[config.mk]
export PLATFORM = sky130hd
export DESIGN_NAME = rr_arb_mux_flat
export DESIGN_NICKNAME = d
export VERILOG_FILES = /design/src/rtl/rr_arb_mux_if.sv /design/src/rtl/rr_arb_mux.sv /design/src/flat_wrapper.sv
export SDC_FILE = /design/constraint.sdc
export NUM_CORES = 1
export LEC_CHECK = 0
export CAP_MARGIN = 20
export CORE_MARGIN = 5
export CORE_UTILIZATION = 43
export DETAILED_ROUTE_END_ITERATION = 10
export PLACE_DENSITY = 0.78
export SYNTH_ARGS = -nofsm -noshare
export SYNTH_HDL_FRONTEND = slang
export SYNTH_SLANG_ARGS = --single-unit
[constraint.sdc]
create_clock -name clk -period 5.6 [get_ports clk]
set_clock_uncertainty 0.1 [all_clocks]
set_input_delay 1.68 -clock clk [delete_from_list [all_inputs] [get_ports clk]]
set_output_delay 1.68 -clock clk [all_outputs]
set_load 0.1 [all_outputs]
[src/rtl/rr_arb_mux_if.sv]
// rr_arb_mux_if: valid/ready channel bundle between N producers, the arbiter mux, and one consumer.
interface rr_arb_mux_if #(
    parameter int N = 8,
    parameter int WIDTH = 8,
    localparam int SELW = $clog2(N)
);
    logic [N*WIDTH-1:0] in_data;
    logic [N-1:0]       in_valid;
    logic [N-1:0]       in_last;
    logic [N-1:0]       in_ready;
    logic [WIDTH-1:0]   out_data;
    logic               out_valid;
    logic               out_last;
    logic [SELW-1:0]    out_sel;
    logic               out_ready;
    modport master (
        output in_data, in_valid, in_last, out_ready,
        input  in_ready, out_data, out_valid, out_last, out_sel
    );
    modport slave (
        input  in_data, in_valid, in_last, out_ready,
        output in_ready, out_data, out_valid, out_last, out_sel
    );
endinterface

[src/rtl/rr_arb_mux.sv]
// rr_arb_mux: N-channel registered mux with round-robin arbitration and valid/ready handshakes.
// Defining RR_MUX_LOCK_EN holds the grant on one channel until its in_last beat is accepted.
module rr_arb_mux #(
    parameter int N = 8,
    parameter int WIDTH = 8,
    localparam int SELW = $clog2(N)
) (
    input logic         clk,
    input logic         rst_n,
    rr_arb_mux_if.slave bus
);
    logic [SELW-1:0]  ptr, rr_g, g, g_nxt, idx;
    logic [WIDTH-1:0] g_data;
    logic             rr_hit, gv, load, acc, adv;
    // Scan downwards so the last hit written is the first channel at or after ptr.
    always_comb begin
        rr_g = ptr;
        rr_hit = 1'b0;
        idx = '0;
        for (int k = N - 1; k >= 0; k--) begin
            idx = SELW'((int'(ptr) + k) % N);
            if (bus.in_valid[idx]) begin
                rr_g = idx;
                rr_hit = 1'b1;
            end
        end
    end
`ifdef RR_MUX_LOCK_EN
    logic            lock;
    logic [SELW-1:0] lock_ch;
    assign g   = lock ? lock_ch : rr_g;
    assign gv  = lock ? bus.in_valid[lock_ch] : rr_hit;
    assign adv = acc && bus.in_last[g];
    always_ff @(posedge clk or negedge rst_n) begin
        if (!rst_n) begin
            lock    <= 1'b0;
            lock_ch <= '0;
        end else if (acc) begin
            lock    <= !bus.in_last[g];
            lock_ch <= g;
        end
    end
`else
    assign g   = rr_g;
    assign gv  = rr_hit;
    assign adv = acc;
`endif
    assign load  = !bus.out_valid || bus.out_ready;
    assign acc   = rst_n && load && gv;
    assign g_nxt = (g == SELW'(N - 1)) ? '0 : g + SELW'(1);
    always_comb begin
        g_data = '0;
        for (int k = 0; k < N; k++)
            if (SELW'(k) == g) g_data = bus.in_data[k*WIDTH +: WIDTH];
    end
    always_comb begin
        bus.in_ready = '0;
        bus.in_ready[g] = acc;
    end
    always_ff @(posedge clk or negedge rst_n) begin
        if (!rst_n) begin
            bus.out_valid <= 1'b0;
            bus.out_data  <= '0;
            bus.out_last  <= 1'b0;
            bus.out_sel   <= '0;
            ptr           <= '0;
        end else if (load) begin
            bus.out_valid <= gv;
            if (gv) begin
                bus.out_data <= g_data;
                bus.out_last <= bus.in_last[g];
                bus.out_sel  <= g;
            end
            if (adv) ptr <= g_nxt;
        end
    end
endmodule
[src/flat_wrapper.sv]
// flat-port wrapper written by rule: the top's interface ports become plain ports
module rr_arb_mux_flat 
#(
    parameter int N = 8,
    parameter int WIDTH = 8,
    localparam int SELW = $clog2(N)
)
  (clk, rst_n, bus_in_data, bus_in_valid, bus_in_last, bus_out_ready, bus_in_ready, bus_out_data, bus_out_valid, bus_out_last, bus_out_sel);
  rr_arb_mux_if #(.N(N), .WIDTH(WIDTH)) bus_i ();
  input logic clk;
  input logic rst_n;
  input wire logic [$bits(bus_i.in_data)-1:0] bus_in_data;
  input wire logic [$bits(bus_i.in_valid)-1:0] bus_in_valid;
  input wire logic [$bits(bus_i.in_last)-1:0] bus_in_last;
  input wire logic [$bits(bus_i.out_ready)-1:0] bus_out_ready;
  output wire logic [$bits(bus_i.in_ready)-1:0] bus_in_ready;
  output wire logic [$bits(bus_i.out_data)-1:0] bus_out_data;
  output wire logic [$bits(bus_i.out_valid)-1:0] bus_out_valid;
  output wire logic [$bits(bus_i.out_last)-1:0] bus_out_last;
  output wire logic [$bits(bus_i.out_sel)-1:0] bus_out_sel;
  assign bus_i.in_data = bus_in_data;
  assign bus_i.in_valid = bus_in_valid;
  assign bus_i.in_last = bus_in_last;
  assign bus_i.out_ready = bus_out_ready;
  assign bus_in_ready = bus_i.in_ready;
  assign bus_out_data = bus_i.out_data;
  assign bus_out_valid = bus_i.out_valid;
  assign bus_out_last = bus_i.out_last;
  assign bus_out_sel = bus_i.out_sel;
  rr_arb_mux #(.N(N), .WIDTH(WIDTH)) u_core (.clk(clk), .rst_n(rst_n), .bus(bus_i));
endmodule
==> results.sh, run 1 <==
export IMPL_status="finished clean"
export IMPL_cts_htree_levels=1
export IMPL_synthMuxAreaShare=0.222
export IMPL_place_area_um2=3790
export IMPL_tightestPinTransition_ns=0.998
export IMPL_dieArea_um2=7130
export IMPL_ant_nets=0
export IMPL_clk_latency_ns=0.26
export IMPL_grt_overflow_total=0
export IMPL_grt_max_degree=26
export IMPL_finalHoldViolations=0
export IMPL_synth_seq_cells=16
export IMPL_synth_fa_ha_area_frac=0.0367
export IMPL_coreArea_um2=5440
export IMPL_synth_xor_area_share=0.0278
export IMPL_period_minus_slack_ns=5.55
export IMPL_path_clk_slew_ns=0.06
export IMPL_ys_warn_count=0
export IMPL_cts_tree="yes"
export IMPL_max_freq_mhz=180
export IMPL_startpoint_type="input port"
export IMPL_remaining_drc_errors=0
export IMPL_synth_compound_area_frac=0.249
export IMPL_setup_viol_count_final=0
export IMPL_routedWlPerCell_um=16.5
export IMPL_finish_utilization=0.720
export IMPL_drt_iter0_drc=154
export IMPL_totalNegativeSetupSlack_ns=0
export IMPL_initial_core_util=0.438
export IMPL_drive_gt1_frac=0.232
export IMPL_synth_top_family_by_area="compound AO/OA/AOI/OAI gates"
export IMPL_gp_congestion=0.916
export IMPL_fin_ws_ns=0.0538
export IMPL_portBuffers=103
export IMPL_drv_cap=0
export IMPL_synth_edf_count=0
export IMPL_synthArstFlopShare=1.00
export IMPL_endpoint_kind="output port"
export IMPL_diodes=0
export IMPL_maxSlewHeadroom=0.333
export IMPL_synthDistinctLibCells=48
export IMPL_yosysTopAreaCell="dfrtp_1"
export IMPL_routed_wl_um=8370
export IMPL_synth_area_um2=2380
export IMPL_num_vias=2755
export IMPL_dr_pass1_iters=4
export IMPL_hold_buffers=0
export IMPL_postSynthCellCount=318
export IMPL_grt_use_total=0.231
export IMPL_rows=27
export IMPL_final_max_slew_viol_count=0
export IMPL_io_pins=104
export IMPL_clockBufferDepth=2
export IMPL_clockRootBuffer="clkbuf_8"
export IMPL_arrival_ns=3.77
export IMPL_grt_pass1_vias=2856
export IMPL_numClockSinks=16
export IMPL_synth_nets=408
export IMPL_cts_buffers=3
export IMPL_ys_seq_area_frac=0.168
export IMPL_antenna_found_initial=0
export IMPL_fin_area_um2=3920
export IMPL_synth_area_leaders="dfrtp_1, nand2_1, mux2i_1"
export IMPL_grt_pass1_wl_um=13500
export IMPL_critPathRequiredTime_ns=3.82
export IMPL_synth_ff_type="dfrtp_1"
export IMPL_final_cell_mix="clkdlybuf4s50_1, nand2_1, a21oi_1"
export IMPL_rsz0062_at_grt="yes"
export IMPL_worstSetupPathType="in2out"
export IMPL_final_common_cell="clkdlybuf4s50_1"
export IMPL_min_path_type="reg2reg"
export IMPL_dp_slack_ns=-0.436
export IMPL_die_w_um=84.5
export IMPL_dp_hpwl_um=6870
export IMPL_syn_avg_cell_area_um2=7.50
export IMPL_via_per_inst=5.42
export IMPL_synth_simple_area_share=0.214
export IMPL_final_nets=527
export IMPL_fillers=415
export IMPL_die_height_um=84.5
export IMPL_netlist_area_leader_share=0.168
export IMPL_area_growth_pct=64.3
export IMPL_path_max_fanout=5
export IMPL_finalCritPeriodShare=0.990
flip-flops by register name, indices dropped and copies added (netlist names):
| name | flops |
|---|---|
| u_core.bus.out_valid | 1 |
| u_core.bus.out_sel | 3 |
| u_core.ptr | 3 |
| u_core.bus.out_last | 1 |
| u_core.bus.out_data | 8 |
Yosys cell counts (all sizes together) (2+ instances only):
cell type and instances:
nand4 2, nand4b 2, nor2 35, mux2i 23, xnor2 3, clkbuf 10
buf 14, ha 7, xor2 2, o221ai 2, nand3 5, o21ai 34
or2 2, inv 9, a31oi 2, dfrtp 16, nand2b 5, nand3b 3
mux4 7, mux2 11, a21oi 36, o21a 2, nand2 62, o211ai 10
what timing repair did:
action / in CTS / in global routing
pin swaps: 12 / 11
cloned: 0 / 0
hold endpoints to repair: 0 / 0
buffers inserted: 2 / 0
endpoints found under the setup margin: 8 / 8
gates resized for setup: 39 / 20
area by class of cell:
type	instances	area [um2]	share of cell area
multi-input combinational	268	1930	0.492
sequential	16	400	0.102
inverter	10	50.0	0.0128
clock buffer	4	55.1	0.0141
timing repair buffer	138	1390	0.356
tap	72	90.1	0.0230
worst max-delay path: stages:
cell,delay (ns)
buf_4,0.13
mux4_2,0.55
buf_6,0.16
nand2b_1,0.06
a21oi_1,0.05
a31oi_1,0.24
a22oi_2,0.11
or3_4,0.45
nor2_4,0.15
buf_12,0.18
path summary, 6_finish.rpt:
check / from / slack (ns) / cells past startpoint / endpoint
min reg2reg: u_core.bus.out_data[0] / 0.38 / 2 / u_core.bus.out_data[0]
max reg2reg: u_core.ptr[0] / 1.17 / 19 / u_core.bus.out_data[5]
max: bus_in_valid[2] / 0.05 / 10 / bus_in_ready[6]
min: u_core.bus.out_data[0] / 0.38 / 2 / u_core.bus.out_data[0]
min in group asynchronous: rst_n / 1.67 / 2 / u_core.bus.out_data[6]
max in group asynchronous: rst_n / 3.53 / 2 / u_core.bus.out_last
per-layer routing:
| layer | vias up | track usage | routed length [um] |
|---|---|---|---|
| met4 | 0 | 0.0547 | 118 |
| met1 | 1281 | 0.267 | 3320 |
| li1 | 1366 | - | - |
| met5 | - | 0 | 0 |
| met2 | 98 | 0.428 | 4400 |
| met3 | 10 | 0.0520 | 529 |
metrics by stage:
stage	hold slack (ns)	cells
global placement	0.370	502
detailed placement	0.376	502
finish	0.383	508
global route	0.433	508
CTS	0.390	508
floorplan	0.675	318
kinds of logic after synthesis:
logic type / count (synthesis)
AOI/OAI and AO/OA: 95
xor gates and xnor gates: 5
adders and majority gates: 7
buffers and inverters: 34
DFF: 16
muxes: 41
and+or+nand+nor: 120
Power of run 1 is not shown: default switching activity piles up to over one toggle a cycle in this logic, so the estimate is an artifact.
==> run 2, diff against run 1 <==
Settings changed: CORE_MARGIN 5 to 10, HOLD_SLACK_MARGIN from default to 0.03.
==> run 2 against run 1 <==
  * Final area grew 0.42%
  * Flip-flop and latch count is the same
  * Via count shrank 0.58%
  * Maximum frequency is essentially flat
  * Clock-buffer cell count is the same
  * Critical path depth shrank 1
  * Die area grew 25%
  * Global-route usage shrank 4.4 points
  * Cell count is the same
  * Largest cell class unchanged
==> results.sh, run 2 (synthesis gave the netlist of run 1 again) <==
export IMPL_routed_wl_um=8910
export IMPL_period_minus_slack_ns=5.54
export IMPL_min_from="u_core.bus.out_data[0]"
export IMPL_totalNegativeSetupSlack_ns=0
export IMPL_dieArea_um2=8920
export IMPL_area_growth_pct=65.0
export IMPL_arrival_ns=3.76
export IMPL_grt_pass1_wl_um=13600
export IMPL_diodes=0
export IMPL_clockBufferDepth=2
export IMPL_critPathLaunch="bus_in_valid[1]"
export IMPL_antenna_found_initial=0
export IMPL_clockRootBuffer="clkbuf_8"
export IMPL_routedWlPerCell_um=17.5
export IMPL_setup_viol_count_final=0
export IMPL_rows=27
export IMPL_maxSlewHeadroom=0.326
export IMPL_fin_area_um2=3930
export IMPL_final_max_slew_viol_count=0
export IMPL_io_pins=104
export IMPL_worstSetupPathType="in2out"
export IMPL_fillers=443
export IMPL_r2r_start="u_core.ptr[0]"
export IMPL_fin_cells=508
export IMPL_num_vias=2739
export IMPL_grt_overflow_total=0
export IMPL_die_height_um=94.5
export IMPL_largest_register_ffs=8
export IMPL_grt_util_met1=0.200
export IMPL_drv_cap=0
export IMPL_cts_htree_levels=1
export IMPL_final_common_cell="clkdlybuf4s50_1"
export IMPL_tightestPinTransition_ns=1.01
export IMPL_remaining_drc_errors=0
export IMPL_coreArea_um2=5440
export IMPL_largest_register="u_core.bus.out_data"
export IMPL_dp_slack_ns=-0.468
export IMPL_max_freq_mhz=180
export IMPL_die_w_um=94.5
export IMPL_fin_ws_ns=0.0560
export IMPL_numClockSinks=16
export IMPL_finalCritPeriodShare=0.990
export IMPL_grt_max_degree=27
export IMPL_clk_latency_ns=0.25
export IMPL_grt_busiest_layer="met2"
export IMPL_dp_hpwl_um=7510
export IMPL_final_cell_mix="clkdlybuf4s50_1, nand2_1, a21oi_1"
export IMPL_path_clk_slew_ns=0.06
export IMPL_hold_buffers=0
export IMPL_path_max_fanout=6
export IMPL_place_area_um2=3820
export IMPL_grt_use_total=0.187
export IMPL_dr_pass1_iters=4
export IMPL_initial_core_util=0.438
export IMPL_status="finished clean"
export IMPL_endpoint_kind="output port"
export IMPL_min_path_type="reg2reg"
export IMPL_drt_iter0_drc=146
export IMPL_ant_nets=0
export IMPL_final_nets=527
export IMPL_cts_tree="yes"
export IMPL_rsz0062_at_grt="yes"
export IMPL_startpoint_type="input port"
export IMPL_portBuffers=103
export IMPL_gp_congestion=0.918
export IMPL_drive_gt1_frac=0.236
export IMPL_met2_usage=0.355
export IMPL_dp_cells=502
export IMPL_reg_top3="u_core.bus.out_data x8, u_core.bus.out_sel x3, u_core.ptr x3"
export IMPL_grt_use_met3=0.0595
export IMPL_via_per_inst=5.39
export IMPL_finalHoldViolations=0
export IMPL_critPathRequiredTime_ns=3.82
export IMPL_grt_pass1_vias=2764
export IMPL_cts_buffers=3
==> run 2: timing repair <==
action                                  CTS  global route
hold endpoints to repair                  0             0
pin swaps                                10            11
resized for setup                        49            10
buffers inserted                          1             1
endpoints found under the setup margin    8             8
==> run 2: metrics by stage <==
stage	util	hold slack (ns)
after floorplan	-	0.675
after global placement	0.702	0.370
after detailed placement	0.702	0.375
after CTS	0.716	0.390
after global routing	0.723	0.411
final	0.723	0.386
==> run 2: path summary, 6_finish.rpt <==
check | endpoint | slack, ns | cells past startpoint
max in group asynchronous | u_core.ptr[2] | 3.53 | 2
max reg2reg | u_core.bus.out_data[3] | 0.85 | 23
min | u_core.bus.out_data[0] | 0.39 | 2
min in group asynchronous | u_core.bus.out_data[7] | 1.68 | 2
min reg2reg | u_core.bus.out_data[0] | 0.39 | 2
max | bus_in_ready[3] | 0.06 | 9
==> run 2: layout make-up <==
class | instances | area [um2] | share of cell area
repair buffers | 138 | 1410 | 0.360
inverters | 10 | 50.0 | 0.0127
flip-flops and latches | 16 | 400 | 0.102
well taps | 72 | 90.1 | 0.0229
multi-input cells | 268 | 1920 | 0.489
clock buffers | 4 | 55.1 | 0.0140
==> run 2: worst max-delay path, cell delays in order <==
cell	delay, ns
buf_8	0.10
mux2_4	0.28
mux4_2	0.53
o311a_1	0.32
o21ai_2	0.19
a41oi_4	0.17
nand2b_4	0.21
nor2_4	0.10
buf_12	0.18
==> run 2: metal layers <==
layer	part of all wire	vias to the layer above	routed length, um
li1	-	1362	-
met1	0.37	1280	3260
met2	0.55	91	4890
met3	0.077	6	686
met4	0.0082	0	73
met5	0	-	0
Power of run 2 is left out for the same reason.
==> run 3, diff against run 2 <==
Settings changed: CORE_ASPECT_RATIO from default to 0.8.
==> run 3 against run 2 <==
  * The flow now finishes with violations (setup timing)
  * Non-clock buffer count up 9
  * Final area grew 1.6%
  * Hold slack got worse by 0.0048 ns
  * Wire length increased by 1.4%
  * Cell count grew 0.39%
  * Critical path type unchanged
  * Register-to-register slack better by 0.19 ns
  * First-iteration DRC count is 63% higher
  * Maximum frequency down 1.4%
  * Sequential share of layout area decreased by 0.16 points
==> results.sh, run 3 (synthesis gave the netlist of run 1 again) <==
export IMPL_status="complete, but fails checks"
export IMPL_violations="setup timing"
export IMPL_arrival_ns=3.84
export IMPL_diodes=0
export IMPL_maxSlewHeadroom=0.320
export IMPL_area_growth_pct=67.6
export IMPL_final_common_cell="clkdlybuf4s50_1"
export IMPL_setup_viol_count_final=2
export IMPL_remaining_drc_errors=0
export IMPL_hold_buffers=0
export IMPL_clockBufferDepth=2
export IMPL_via_per_inst=5.49
export IMPL_ant_nets=0
export IMPL_grt_pass1_vias=2773
export IMPL_drive_gt1_frac=0.252
export IMPL_io_pins=104
export IMPL_grt_overflow_total=0
export IMPL_rsz0062_at_grt="yes"
export IMPL_critPathRequiredTime_ns=3.82
export IMPL_final_nets=536
export IMPL_routed_wl_um=9040
export IMPL_die_w_um=103
export IMPL_gp_congestion=0.916
export IMPL_slowest_stage="mux4_2"
export IMPL_path_max_fanout=5
export IMPL_endpoint_kind="output port"
export IMPL_tightestPinTransition_ns=1.02
export IMPL_finalCritPeriodShare=1.00
export IMPL_fin_ws_ns=-0.0219
export IMPL_dr_pass1_iters=4
export IMPL_grt_max_degree=27
export IMPL_initial_core_util=0.441
export IMPL_finalHoldViolations=0
export IMPL_startpoint_type="input port"
export IMPL_reg_top3="u_core.bus.out_data x8, u_core.bus.out_sel x3, u_core.ptr x3"
export IMPL_period_minus_slack_ns=5.62
export IMPL_critical_path_buf_inv_count=2
export IMPL_cp_cell_sequence="buf_4 -> mux2_4 -> mux4_2 -> o311a_1 -> o21ai_2 -> a41oi_4 -> nand2b_4 -> nor2_4 -> buf_12"
export IMPL_drv_cap=0
export IMPL_coreArea_um2=5410
export IMPL_grt_use_total=0.193
export IMPL_dp_hpwl_um=7330
export IMPL_fillers=415
export IMPL_routedWlPerCell_um=17.7
export IMPL_largest_register="u_core.bus.out_data"
export IMPL_final_cell_mix="clkdlybuf4s50_1, nand2_1, buf_4"
export IMPL_rows=24
export IMPL_antenna_found_initial=0
export IMPL_portBuffers=103
export IMPL_largest_register_ffs=8
export IMPL_final_max_slew_viol_count=0
export IMPL_drt_iter0_drc=238
export IMPL_worstSetupPathType="in2out"
export IMPL_clockRootBuffer="clkbuf_8"
export IMPL_crit_family="multiplexers"
export IMPL_num_vias=2798
export IMPL_max_freq_mhz=178
export IMPL_cts_htree_levels=1
export IMPL_cts_tree="yes"
export IMPL_die_height_um=86.6
export IMPL_fin_cells=510
export IMPL_dp_cells=501
export IMPL_clk_latency_ns=0.25
export IMPL_cts_buffers=3
export IMPL_grt_pass1_wl_um=13900
export IMPL_path_clk_slew_ns=0.06
export IMPL_dieArea_um2=8940
export IMPL_numClockSinks=16
export IMPL_cp_slowest_stage_delay_ns=0.51
export IMPL_min_path_type="reg2reg"
[run 3: worst paths after layout]
kind / start / end / slack (ns) / cells after the start
max: bus_in_valid[0] / bus_in_ready[6] / -0.02 / 9
min: u_core.bus.out_data[5] / u_core.bus.out_data[5] / 0.38 / 2
max reg2reg: u_core.ptr[0] / u_core.bus.out_data[3] / 1.04 / 22
min reg2reg: u_core.bus.out_data[5] / u_core.bus.out_data[5] / 0.38 / 2
max in group asynchronous: rst_n / u_core.ptr[2] / 3.52 / 2
min in group asynchronous: rst_n / u_core.bus.out_data[6] / 1.71 / 2
[run 3: through the flow]
step | area [um2] | util | setup TNS (ns) | setup WS, ns | hold slack [ns]
floorplan | 2480 | - | -0.00435 | -0.00435 | 0.675
global placement | 3820 | 0.708 | -2.59 | -0.370 | 0.365
detailed placement | 3820 | 0.708 | -3.28 | -0.451 | 0.374
CTS | 3900 | 0.722 | 0 | 0.00160 | 0.388
global route | 4000 | 0.739 | -0.315 | -0.0796 | 0.412
finish | 4000 | 0.739 | -0.0301 | -0.0219 | 0.381
[run 3: worst reg2reg max path, stage by stage, from the launching register on]
cell	delay (ns)
dfrtp_1	0.34
inv_1	0.10
ha_1	0.58
mux2_2	0.44
mux2_4	0.30
o221ai_4	0.21
buf_6	0.14
o2111ai_2	0.12
a31oi_1	0.18
o21a_1	0.17
a41oi_4	0.06
buf_4	0.21
inv_1	0.08
ha_1	0.17
ha_1	0.36
nand2_1	0.11
nor2_1	0.10
a21oi_1	0.04
o21ai_0	0.18
mux2i_1	0.10
o21ai_0	0.16
o21ai_1	0.09
o21ai_1	0.14
[run 3: repair_timing]
item                                    in CTS  in global routing
setup buffers                                3                  2
endpoints found under the setup margin       8                  8
gates resized for setup                     46                 18
pin swaps                                   13                 13
[run 3: final cells by class]
| type | count | area (um2) | area share |
|---|---|---|---|
| clock buffers | 4 | 55.1 | 0.0138 |
| well taps | 65 | 81.3 | 0.0204 |
| multi-input cells | 268 | 1950 | 0.488 |
| inverters | 10 | 50.0 | 0.0125 |
| flip-flops and latches | 16 | 400 | 0.100 |
| repair buffers | 147 | 1460 | 0.365 |
[run 3: per-layer routing]
metal,wire [um],part of all wire,GRT usage,up-vias
li1,-,-,-,1384
met1,3970,0.44,0.264,1273
met2,4090,0.45,0.291,120
met3,761,0.084,0.0501,21
met4,216,0.024,0.0492,0
met5,0,0,0,-
Power of run 3 is left out for the same reason.
